[src/rtl/sop_sweep_pkg.sv]
// Shared types and constants for the sum-of-products sweep controller.
// Mask layout: out0 in [15:0], out1 in [31:16], out2 in [47:32]; bit i of each slice is row i.
package sop_sweep_pkg;

    typedef enum logic [1:0] {
        IDLE = 2'd0,
        RUN  = 2'd1,
        DONE = 2'd2
    } state_t;

    localparam int N_ROWS    = 16;
    localparam int N_OUT     = 3;
    localparam int ROW_W     = 4;
    localparam int ERR_W     = 5;
    localparam int MASK_W    = N_ROWS * N_OUT;

    localparam int MASK0_LSB = 0;
    localparam int MASK1_LSB = N_ROWS;
    localparam int MASK2_LSB = 2 * N_ROWS;

    localparam logic [ROW_W-1:0] LAST_ROW = ROW_W'(N_ROWS - 1);

    // Gathers the expected {out2,out1,out0} for one row out of the packed masks.
    function automatic logic [N_OUT-1:0] maskBits(input logic [MASK_W-1:0] mask,
                                                  input logic [ROW_W-1:0]  row);
        logic [N_OUT-1:0] bits;
        bits[0] = mask[MASK0_LSB + int'(row)];
        bits[1] = mask[MASK1_LSB + int'(row)];
        bits[2] = mask[MASK2_LSB + int'(row)];
        return bits;
    endfunction

endpackage

[src/rtl/sop_sweep_ctrl_row_check.sv]
// Combinational per-row comparison: expected output vector for the current row
// and the per-output mismatch mask against the sampled datapath outputs.
module sop_row_check
    import sop_sweep_pkg::*;
(
    input  logic [ROW_W-1:0]  i_row,
    input  logic [MASK_W-1:0] i_mask,
    input  logic [N_OUT-1:0]  i_sop_in,
    output logic [N_OUT-1:0]  o_exp_vec,
    output logic [N_OUT-1:0]  o_mism
);

    always_comb begin
        o_exp_vec = maskBits(i_mask, i_row);
        o_mism    = i_sop_in ^ o_exp_vec;
    end

endmodule

[src/rtl/sop_sweep_ctrl.sv]
// Self-check sequencer: walks a 4-input SoP datapath through all 16 rows and checks its outputs.
// Optional observed-truth-table capture is enabled by defining SOP_SWEEP_OBS_EN.
module sop_sweep_ctrl
    import sop_sweep_pkg::*;
#(
    parameter int SETTLE = 1
) (
    input  logic        i_clk,
    input  logic        i_reset,
    input  logic        i_start,
    input  logic        i_abort,
    input  logic [47:0] i_exp_mask,
    input  logic [2:0]  i_sop_in,
    output logic        o_x,
    output logic        o_y,
    output logic        o_w,
    output logic        o_z,
    output logic        o_busy,
    output logic        o_done,
    output logic        o_pass,
    output logic [4:0]  o_err_count,
    output logic        o_first_err_valid,
    output logic [3:0]  o_first_err_idx,
    output logic [2:0]  o_first_err_out,
    output logic [47:0] o_obs_table
);

    localparam logic [ROW_W-1:0] SETTLE_LD = ROW_W'(SETTLE);

    state_t             r_state;
    state_t             w_stateNext;
    logic [ROW_W-1:0]   r_row;
    logic [ROW_W-1:0]   r_settleCnt;
    logic [MASK_W-1:0]  r_mask;
    logic [ERR_W-1:0]   r_errCount;
    logic               r_firstErrValid;
    logic [ROW_W-1:0]   r_firstErrIdx;
    logic [N_OUT-1:0]   r_firstErrOut;
    logic               r_pass;

    logic               w_accept;
    logic               w_sample;
    logic               w_settleDec;
    logic               w_lastRow;
    logic               w_rowFail;
    logic [N_OUT-1:0]   w_expVec;
    logic [N_OUT-1:0]   w_mism;
    logic [ERR_W-1:0]   w_errCountNext;

    sop_row_check u_row_check (
        .i_row     (r_row),
        .i_mask    (r_mask),
        .i_sop_in  (i_sop_in),
        .o_exp_vec (w_expVec),
        .o_mism    (w_mism)
    );

    assign w_lastRow      = (r_row == LAST_ROW);
    assign w_rowFail      = (i_sop_in != w_expVec);
    assign w_errCountNext = r_errCount + {{(ERR_W-1){1'b0}}, w_rowFail};

    always_ff @(posedge i_clk) begin
        if (i_reset) begin
            r_state <= IDLE;
        end else begin
            r_state <= w_stateNext;
        end
    end

    // Abort outranks sampling, so an aborted row is never scored.
    always_comb begin
        w_stateNext = r_state;
        w_accept    = 1'b0;
        w_sample    = 1'b0;
        w_settleDec = 1'b0;
        o_busy      = 1'b0;
        o_done      = 1'b0;
        case (r_state)
            IDLE: begin
                if (i_start) begin
                    w_accept    = 1'b1;
                    w_stateNext = RUN;
                end
            end
            RUN: begin
                o_busy = 1'b1;
                if (i_abort) begin
                    w_stateNext = IDLE;
                end else if (r_settleCnt != '0) begin
                    w_settleDec = 1'b1;
                end else begin
                    w_sample = 1'b1;
                    if (w_lastRow) begin
                        w_stateNext = DONE;
                    end
                end
            end
            DONE: begin
                o_done      = 1'b1;
                w_stateNext = IDLE;
            end
            default: begin
                w_stateNext = IDLE;
            end
        endcase
    end

    always_ff @(posedge i_clk) begin
        if (i_reset) begin
            r_row           <= '0;
            r_settleCnt     <= '0;
            r_mask          <= '0;
            r_errCount      <= '0;
            r_firstErrValid <= 1'b0;
            r_firstErrIdx   <= '0;
            r_firstErrOut   <= '0;
            r_pass          <= 1'b0;
        end else if (w_accept) begin
            r_row           <= '0;
            r_settleCnt     <= SETTLE_LD;
            r_mask          <= i_exp_mask;
            r_errCount      <= '0;
            r_firstErrValid <= 1'b0;
            r_firstErrIdx   <= '0;
            r_firstErrOut   <= '0;
            r_pass          <= 1'b0;
        end else if (w_settleDec) begin
            r_settleCnt <= r_settleCnt - ROW_W'(1);
        end else if (w_sample) begin
            r_errCount <= w_errCountNext;
            if (w_rowFail && !r_firstErrValid) begin
                r_firstErrValid <= 1'b1;
                r_firstErrIdx   <= r_row;
                r_firstErrOut   <= w_mism;
            end
            // The last row stays on the vector pins after the sweep ends.
            if (w_lastRow) begin
                r_pass <= (w_errCountNext == '0);
            end else begin
                r_row       <= r_row + ROW_W'(1);
                r_settleCnt <= SETTLE_LD;
            end
        end
    end

`ifdef SOP_SWEEP_OBS_EN
    logic [MASK_W-1:0] r_obsTable;

    always_ff @(posedge i_clk) begin
        if (i_reset || w_accept) begin
            r_obsTable <= '0;
        end else if (w_sample) begin
            for (int k = 0; k < N_OUT; k++) begin
                r_obsTable[k*N_ROWS + int'(r_row)] <= i_sop_in[k];
            end
        end
    end

    assign o_obs_table = r_obsTable;
`else
    assign o_obs_table = '0;
`endif

    assign {o_x, o_y, o_w, o_z} = r_row;
    assign o_pass               = r_pass;
    assign o_err_count          = r_errCount;
    assign o_first_err_valid    = r_firstErrValid;
    assign o_first_err_idx      = r_firstErrIdx;
    assign o_first_err_out      = r_firstErrOut;

endmodule

[config.mk]
export PLATFORM = sky130hd
export DESIGN_NAME = sop_sweep_ctrl
export DESIGN_NICKNAME = d
export VERILOG_FILES = /design/src/rtl/sop_sweep_pkg.sv /design/src/rtl/sop_sweep_ctrl_row_check.sv /design/src/rtl/sop_sweep_ctrl.sv
export SDC_FILE = /design/constraint.sdc
export NUM_CORES = 1
export LEC_CHECK = 0
export ABC_AREA = 1
export BUFFER_PORTS_ARGS = -buffer_cell sky130_fd_sc_hd__buf_4
export CORE_ASPECT_RATIO = 0.5
export CORE_MARGIN = 3
export CORE_UTILIZATION = 51
export CTS_CLUSTER_SIZE = 24
export DETAILED_ROUTE_END_ITERATION = 6
export PLACE_DENSITY_LB_ADDON = 0.3
export SETUP_SLACK_MARGIN = 0.3
export SKIP_CTS_REPAIR_TIMING = 1
export SLEW_MARGIN = 0
export SYNTH_ARGS = -nofsm -noshare
export SYNTH_HDL_FRONTEND = slang
export SYNTH_SLANG_ARGS = --single-unit
[constraint.sdc]
create_clock -name i_clk -period 2.7 [get_ports i_clk]
set_input_delay 0.405 -clock i_clk [delete_from_list [all_inputs] [get_ports i_clk]]
set_output_delay 0.405 -clock i_clk [all_outputs]
set_load 0.005 [all_outputs]
==> results.sh, run 1 <==
export IMPL_hold_ws_ns=0.328
export IMPL_hold_violations=0
export IMPL_hp_class="input port to register"
export IMPL_syn_inst=520
export IMPL_min_to="r_mask[33]$_SDFFE_PP0P_"
export IMPL_post_synth_cell_area_avg_um2=7.17
export IMPL_crit_chain="buf_8 > buf_6 > nand2_1 > nand3_1 > nand3_1 > nand3_2 > nand3b_1 > nand2_2 > nand3_4 > ha_4 > ha_4 > xor2_2 > nor4_2 > nand3b_1 > a21oi_1"
export IMPL_setup_violations=0
export IMPL_worst_setup_path_end_kind="register"
export IMPL_final_antenna_net_count=0
export IMPL_crit_buf_inv=2
export IMPL_power_total_mw=2.65
export IMPL_nets=651
export IMPL_cp_start_kind="register"
export IMPL_final_area_um2=4610
export IMPL_fin_skew_ns=0.00315
export IMPL_slew_violations=0
export IMPL_track_usage=0.200
export IMPL_status="finished, final reports clean"
export IMPL_clk_pin_slew_worst_paths_ns=0.05
export IMPL_min_path_cells=3
export IMPL_rsz0062_at_grt="true"
export IMPL_drc=0
export IMPL_tns_ns=0
export IMPL_rows=21
export IMPL_synth_warnings=0
export IMPL_peakVddDrop_mv=0.295
export IMPL_via_per_inst=4.94
export IMPL_die_w_um=127
export IMPL_grt_pass1_vias=3097
export IMPL_fillers=587
export IMPL_routedWlPerCell_um=12.7
export IMPL_drt_pre_antenna_iters=4
export IMPL_clk_latency_ns=0.33
export IMPL_cts_buffers=9
export IMPL_placeableCoreArea_um2=6880
export IMPL_antenna_cells=0
export IMPL_die_area_um2=8430
export IMPL_port_buffers=74
export IMPL_layout_commonest_cell="nand2_1"
export IMPL_r2r_start="r_row[0]$_SDFFE_PP0P_"
export IMPL_maxCapViolations=0
export IMPL_hold_start="i_exp_mask[33]"
export IMPL_worstMarginPinSlew_ns=0.820
export IMPL_power_density_nw_per_um2=574
export IMPL_ff2ff_path_depth=15
export IMPL_numClockSinks=72
export IMPL_grt_overflow=0
export IMPL_start_util=0.541
export IMPL_clockRootBuffer="clkbuf_16"
export IMPL_drive_above_1_share=0.226
export IMPL_routed_wl_mm=8.72
export IMPL_max_freq_ghz=0.405
export IMPL_area_growth_synth_to_final_pct=23.6
export IMPL_final_cell_mix="nand2_1, buf_4, dfxtp_1"
export IMPL_die_y_um=66.5
export IMPL_multi_input_area_um2=1800
export IMPL_worstPathMaxFanout=7
export IMPL_ios=123
export IMPL_ys_types=31
export IMPL_dpl_hpwl_mm=5.80
export IMPL_cp_data_required_time_ns=2.96
export IMPL_ff_latch_area_um2=1450
export IMPL_fin_crit_ns=2.47
export IMPL_synth_seq_cells=72
export IMPL_r2r_setup_slack_ns=0.23
export IMPL_antenna_found_initial=0
export IMPL_p_leak_nw=2.10
export IMPL_fin_crit_sh=0.915
export IMPL_worstSetupPathType="register to register"
export IMPL_cts_max_level=3
export IMPL_critical_path_max_stage_delay_ns=0.39
export IMPL_grt_pass1_wl_mm=13.7
export IMPL_crit_family="simple AND/OR/NAND/NOR gates"
export IMPL_drt_iter0_markers=262
export IMPL_gp_congestion=0.794
export IMPL_critical_path_slowest_cell="dfxtp_4"
export IMPL_r2r_end="o_pass$_SDFFE_PP0P_"
export IMPL_grt_max_degree=88
export IMPL_mappedNetlistArea_um2=3730
export IMPL_via_count=3401
export IMPL_arrival_ns=2.73
export IMPL_clk_path_buf_depth=2
export IMPL_synth_seq_area_share=0.387
export IMPL_place_area_um2=4130
export IMPL_maxSlewHeadroom=0.453
export IMPL_tritoncts="done"
state kept, by name, summed over array words and instances (netlist names):
| signal | flops |
|---|---|
| r_mask | 48 |
| o_err_count | 5 |
| o_first_err_idx | 4 |
| r_row | 4 |
| r_settleCnt | 4 |
| o_first_err_out | 3 |
| r_state | 2 |
| o_first_err_valid | 1 |
| o_pass | 1 |
worst reg2reg max path: stages (launching register included):
cell and delay [ns]:
dfxtp_4 0.39, buf_8 0.16, buf_6 0.14, nand2_1 0.07, nand3_1 0.10, nand3_1 0.12
nand3_2 0.12, nand3b_1 0.12, nand2_2 0.10, nand3_4 0.09, ha_4 0.18, ha_4 0.16
xor2_2 0.15, nor4_2 0.25, nand3b_1 0.11, a21oi_1 0.14
cell families after synthesis:
logic type,synth area share
DFF,0.387
adders and majority gates,0.0134
AOI/OAI and AO/OA,0.131
other,0.00101
buffers and inverters,0.201
and+or+nand+nor,0.260
xor gates and xnor gates,0.00705
final cells by class:
cell class | instances | area share
clock buffer | 13 | 0.0587
timing repair buffer | 87 | 0.153
multi-input combinational | 357 | 0.391
tap | 92 | 0.0250
inverter | 65 | 0.0551
sequential | 72 | 0.314
clock inverter | 3 | 0.00326
per-layer routing:
layer | track usage | part of all wire | routed length [µm] | up-vias
li1 | - | - | - | 1715
met1 | 0.256 | 0.45 | 3890 | 1530
met2 | 0.326 | 0.45 | 3970 | 141
met3 | 0.0608 | 0.086 | 746 | 15
met4 | 0.0628 | 0.013 | 113 | 0
met5 | 0 | 0 | 0 | -
how the worst max path moves through the flow:
stage	startpoint	endpoint	slack [ns]	depth (start not counted)
finish	r_row[0]$_SDFFE_PP0P_	o_pass$_SDFFE_PP0P_	0.23	15
global route	r_row[0]$_SDFFE_PP0P_	o_pass$_SDFFE_PP0P_	0.05	15
floorplan	r_row[0]$_SDFFE_PP0P_	o_pass$_SDFFE_PP0P_	0.43	17
global placement	r_row[0]$_SDFFE_PP0P_	o_pass$_SDFFE_PP0P_	0.32	16
CTS	r_row[0]$_SDFFE_PP0P_	o_pass$_SDFFE_PP0P_	0.18	16
detailed placement	r_row[0]$_SDFFE_PP0P_	o_pass$_SDFFE_PP0P_	0.22	16
stage by stage:
stage / util / setup slack [ns] / instances
after floorplan: - / 0.426 / 567
after global placement: 0.600 / 0.319 / 667
after detailed placement: 0.600 / 0.224 / 667
after CTS: 0.642 / 0.184 / 683
after global routing: 0.669 / 0.0505 / 689
final: 0.669 / 0.230 / 689
cells in the mapped netlist:
cell / count / area (µm²)
a211oi_1: 38 / 285
a21oi_1: 20 / 100
a21oi_2: 1 / 8.76
and3_1: 1 / 6.26
buf_1: 3 / 11.3
buf_2: 4 / 20.0
buf_4: 48 / 360
buf_6: 5 / 56.3
clkbuf_1: 13 / 48.8
conb_1: 1 / 3.75
dfxtp_1: 72 / 1440
ha_1: 4 / 50.1
inv_1: 59 / 221
inv_2: 4 / 15.0
inv_4: 1 / 6.26
inv_6: 1 / 8.76
nand2_1: 92 / 345
nand2_2: 4 / 25.0
nand2_4: 1 / 11.3
nand3_1: 44 / 220
nand3_4: 1 / 17.5
nand3b_1: 2 / 15.0
nor2_1: 69 / 259
nor2_2: 2 / 12.5
nor2_4: 2 / 22.5
nor3_1: 6 / 30.0
nor4_1: 1 / 6.26
o211ai_1: 1 / 7.51
o21ai_0: 7 / 35.0
o21ai_1: 10 / 50.1
xor2_1: 3 / 26.3
power breakdown:
group / total [mW] / switching, mW / internal [mW]
logic: 0.377 / 0.219 / 0.158
registers: 1.15 / 0.0240 / 1.13
clock network: 1.12 / 0.426 / 0.692
No activity file was read; power rests on OpenSTA's default activity.
==> run 2, diff against run 1 <==
--- a/config.mk
+++ b/config.mk
@@ -6,7 +6,7 @@
 export NUM_CORES = 1
 export LEC_CHECK = 0
 export ABC_AREA = 1
-export BUFFER_PORTS_ARGS = -buffer_cell sky130_fd_sc_hd__buf_4
+export BUFFER_PORTS_ARGS = -buffer_cell sky130_fd_sc_hd__buf_2
 export CORE_ASPECT_RATIO = 0.5
 export CORE_MARGIN = 3
 export CORE_UTILIZATION = 51
==> run 2 against run 1 <==
  * Clock power barely moved
  * Core utilization decreased by 2.0 points
  * Register-to-register slack about the same
  * Setup slack improved by 0.012 ns
==> results.sh, run 2 (same netlist as run 1, synthesis figures left out) <==
export IMPL_status="finished, final reports clean"
export IMPL_power_total_mw=2.63
export IMPL_die_w_um=127
export IMPL_drc=0
export IMPL_r2r_setup_slack_ns=0.24
export IMPL_grt_overflow=0
export IMPL_clk_pin_slew_worst_paths_ns=0.05
export IMPL_setup_violations=0
export IMPL_clk_path_buf_depth=2
export IMPL_final_area_um2=4470
export IMPL_top_register="r_mask"
export IMPL_placeableCoreArea_um2=6880
export IMPL_worstSetupPathType="register to register"
export IMPL_drt_pre_antenna_iters=4
export IMPL_start_util=0.541
export IMPL_path_depth=16
export IMPL_maxSlewHeadroom=0.361
export IMPL_worstSetupEndpoint="o_pass$_SDFFE_PP0P_"
export IMPL_peakVddDrop_mv=0.304
export IMPL_hp_class="input port to register"
export IMPL_crit_buf_inv=1
export IMPL_r2r_start="r_row[0]$_SDFFE_PP0P_"
export IMPL_fin_skew_ns=0.00425
export IMPL_drive_above_1_share=0.233
export IMPL_r2r_end="o_pass$_SDFFE_PP0P_"
export IMPL_fin_cells=692
export IMPL_max_freq_ghz=0.407
export IMPL_tritoncts="done"
export IMPL_critical_path_slowest_cell="dfxtp_4"
export IMPL_slew_violations=0
export IMPL_cts_max_level=3
export IMPL_cts_buffers=9
export IMPL_drt_iter0_markers=207
export IMPL_die_area_um2=8430
export IMPL_dpl_hpwl_mm=5.59
export IMPL_gp_congestion=0.776
export IMPL_worstMarginPinSlew_ns=0.955
export IMPL_via_per_inst=4.89
export IMPL_maxCapViolations=0
export IMPL_routedWlPerCell_um=12.6
export IMPL_hold_violations=0
export IMPL_fin_crit_ns=2.46
export IMPL_largest_reg_flops=48
export IMPL_final_antenna_net_count=0
export IMPL_crit_family="simple AND/OR/NAND/NOR gates"
export IMPL_clockRootBuffer="clkbuf_16"
export IMPL_arrival_ns=2.72
export IMPL_grt_max_degree=88
export IMPL_p_leak_nw=2.07
export IMPL_rows=21
export IMPL_tns_ns=0
export IMPL_antenna_found_initial=0
export IMPL_fin_crit_sh=0.910
export IMPL_nets=654
export IMPL_cp_startpoint="r_row[0]$_SDFFE_PP0P_"
export IMPL_cp_start_kind="register"
export IMPL_critical_path_max_stage_delay_ns=0.46
export IMPL_grt_pass1_vias=2828
export IMPL_track_usage=0.196
export IMPL_numClockSinks=72
export IMPL_area_growth_synth_to_final_pct=19.9
export IMPL_cp_data_required_time_ns=2.96
export IMPL_final_cell_mix="nand2_1, buf_2, dfxtp_1"
export IMPL_worst_setup_path_end_kind="register"
export IMPL_antenna_cells=0
export IMPL_die_y_um=66.5
export IMPL_place_area_um2=3950
export IMPL_crit_top_cell="nand2_1"
export IMPL_rsz0062_at_grt="true"
export IMPL_port_buffers=74
export IMPL_clk_latency_ns=0.34
export IMPL_via_count=3383
export IMPL_power_density_nw_per_um2=588
export IMPL_crit_chain="buf_12 > nand2_1 > o21ai_1 > nand2_1 > nand3_1 > nand3_2 > nand2_1 > nand2_1 > nand2_2 > nand3_4 > ha_4 > ha_4 > xor2_2 > nor4_2 > nand3b_1 > a21oi_1"
export IMPL_ff2ff_path_depth=16
export IMPL_layout_commonest_cell="nand2_1"
export IMPL_worstPathMaxFanout=8
export IMPL_dp_cells=667
export IMPL_grt_pass1_wl_mm=13.1
export IMPL_routed_wl_mm=8.70
export IMPL_ios=123
-- run 2: changes by cell type in the layout (fill, tap and decap cells not counted), moves of 2 or more --
cell / delta
buf_4: -71
o21ai_1: +2
nand2_2: +2
nand2_1: -2
buf_2: +74
clkbuf_16: +2
-- run 2: per-stage QoR --
| step | util | hold slack (ns) | setup slack, ns |
|---|---|---|---|
| 3_3_place_gp | 0.573 | 0.454 | 0.200 |
| 4_1_cts | 0.615 | 0.309 | 0.0516 |
| 5_1_grt | 0.649 | 0.322 | 0.0337 |
| 6_report | 0.649 | 0.317 | 0.242 |
| 2_1_floorplan | - | 0.439 | 0.426 |
| 3_5_place_dp | 0.573 | 0.456 | 0.0754 |
-- run 2: layout make-up --
type,count,area (µm²)
flip-flops and latches,72,1450
clock inverters,3,15.0
clock buffers,13,270
repair buffers,90,563
fillers,632,2410
multi-input cells,357,1810
inverters,65,254
well taps,92,115
-- run 2: how the worst min path moves through the flow --
stage,to,depth (start not counted),start,slack (ns)
2_1_floorplan,r_mask[11]$_SDFFE_PP0P_,2,r_mask[11]$_SDFFE_PP0P_,0.44
3_3_place_gp,r_mask[34]$_SDFFE_PP0P_,2,r_mask[34]$_SDFFE_PP0P_,0.45
3_5_place_dp,r_mask[33]$_SDFFE_PP0P_,2,r_mask[33]$_SDFFE_PP0P_,0.46
4_1_cts,r_mask[47]$_SDFFE_PP0P_,3,i_exp_mask[47],0.31
5_1_grt,r_mask[41]$_SDFFE_PP0P_,3,i_exp_mask[41],0.32
6_report,r_mask[47]$_SDFFE_PP0P_,3,i_exp_mask[47],0.32
-- run 2: metal layers --
layer  share of wire  routed length [µm]  GRT usage
met5               0                   0          0
met4           0.013                 113     0.0588
met3            0.10                 896     0.0761
met2            0.44                3820      0.292
met1            0.45                3870      0.263
-- run 2: tightest hold or removal path: cells and delay by family --
kind	cells	cell delay, ns
AOI/OAI and AO/OA	1	0.05
buffers and inverters	1	0.09
and+or+nand+nor	1	0.05
-- run 2: where the power goes --
group | internal (mW) | total, mW | switching, mW | leakage [nW]
sequential | 1.13 | 1.15 | 0.0262 | 0.593
clock | 0.692 | 1.12 | 0.429 | 0.145
combinational | 0.136 | 0.354 | 0.218 | 1.34
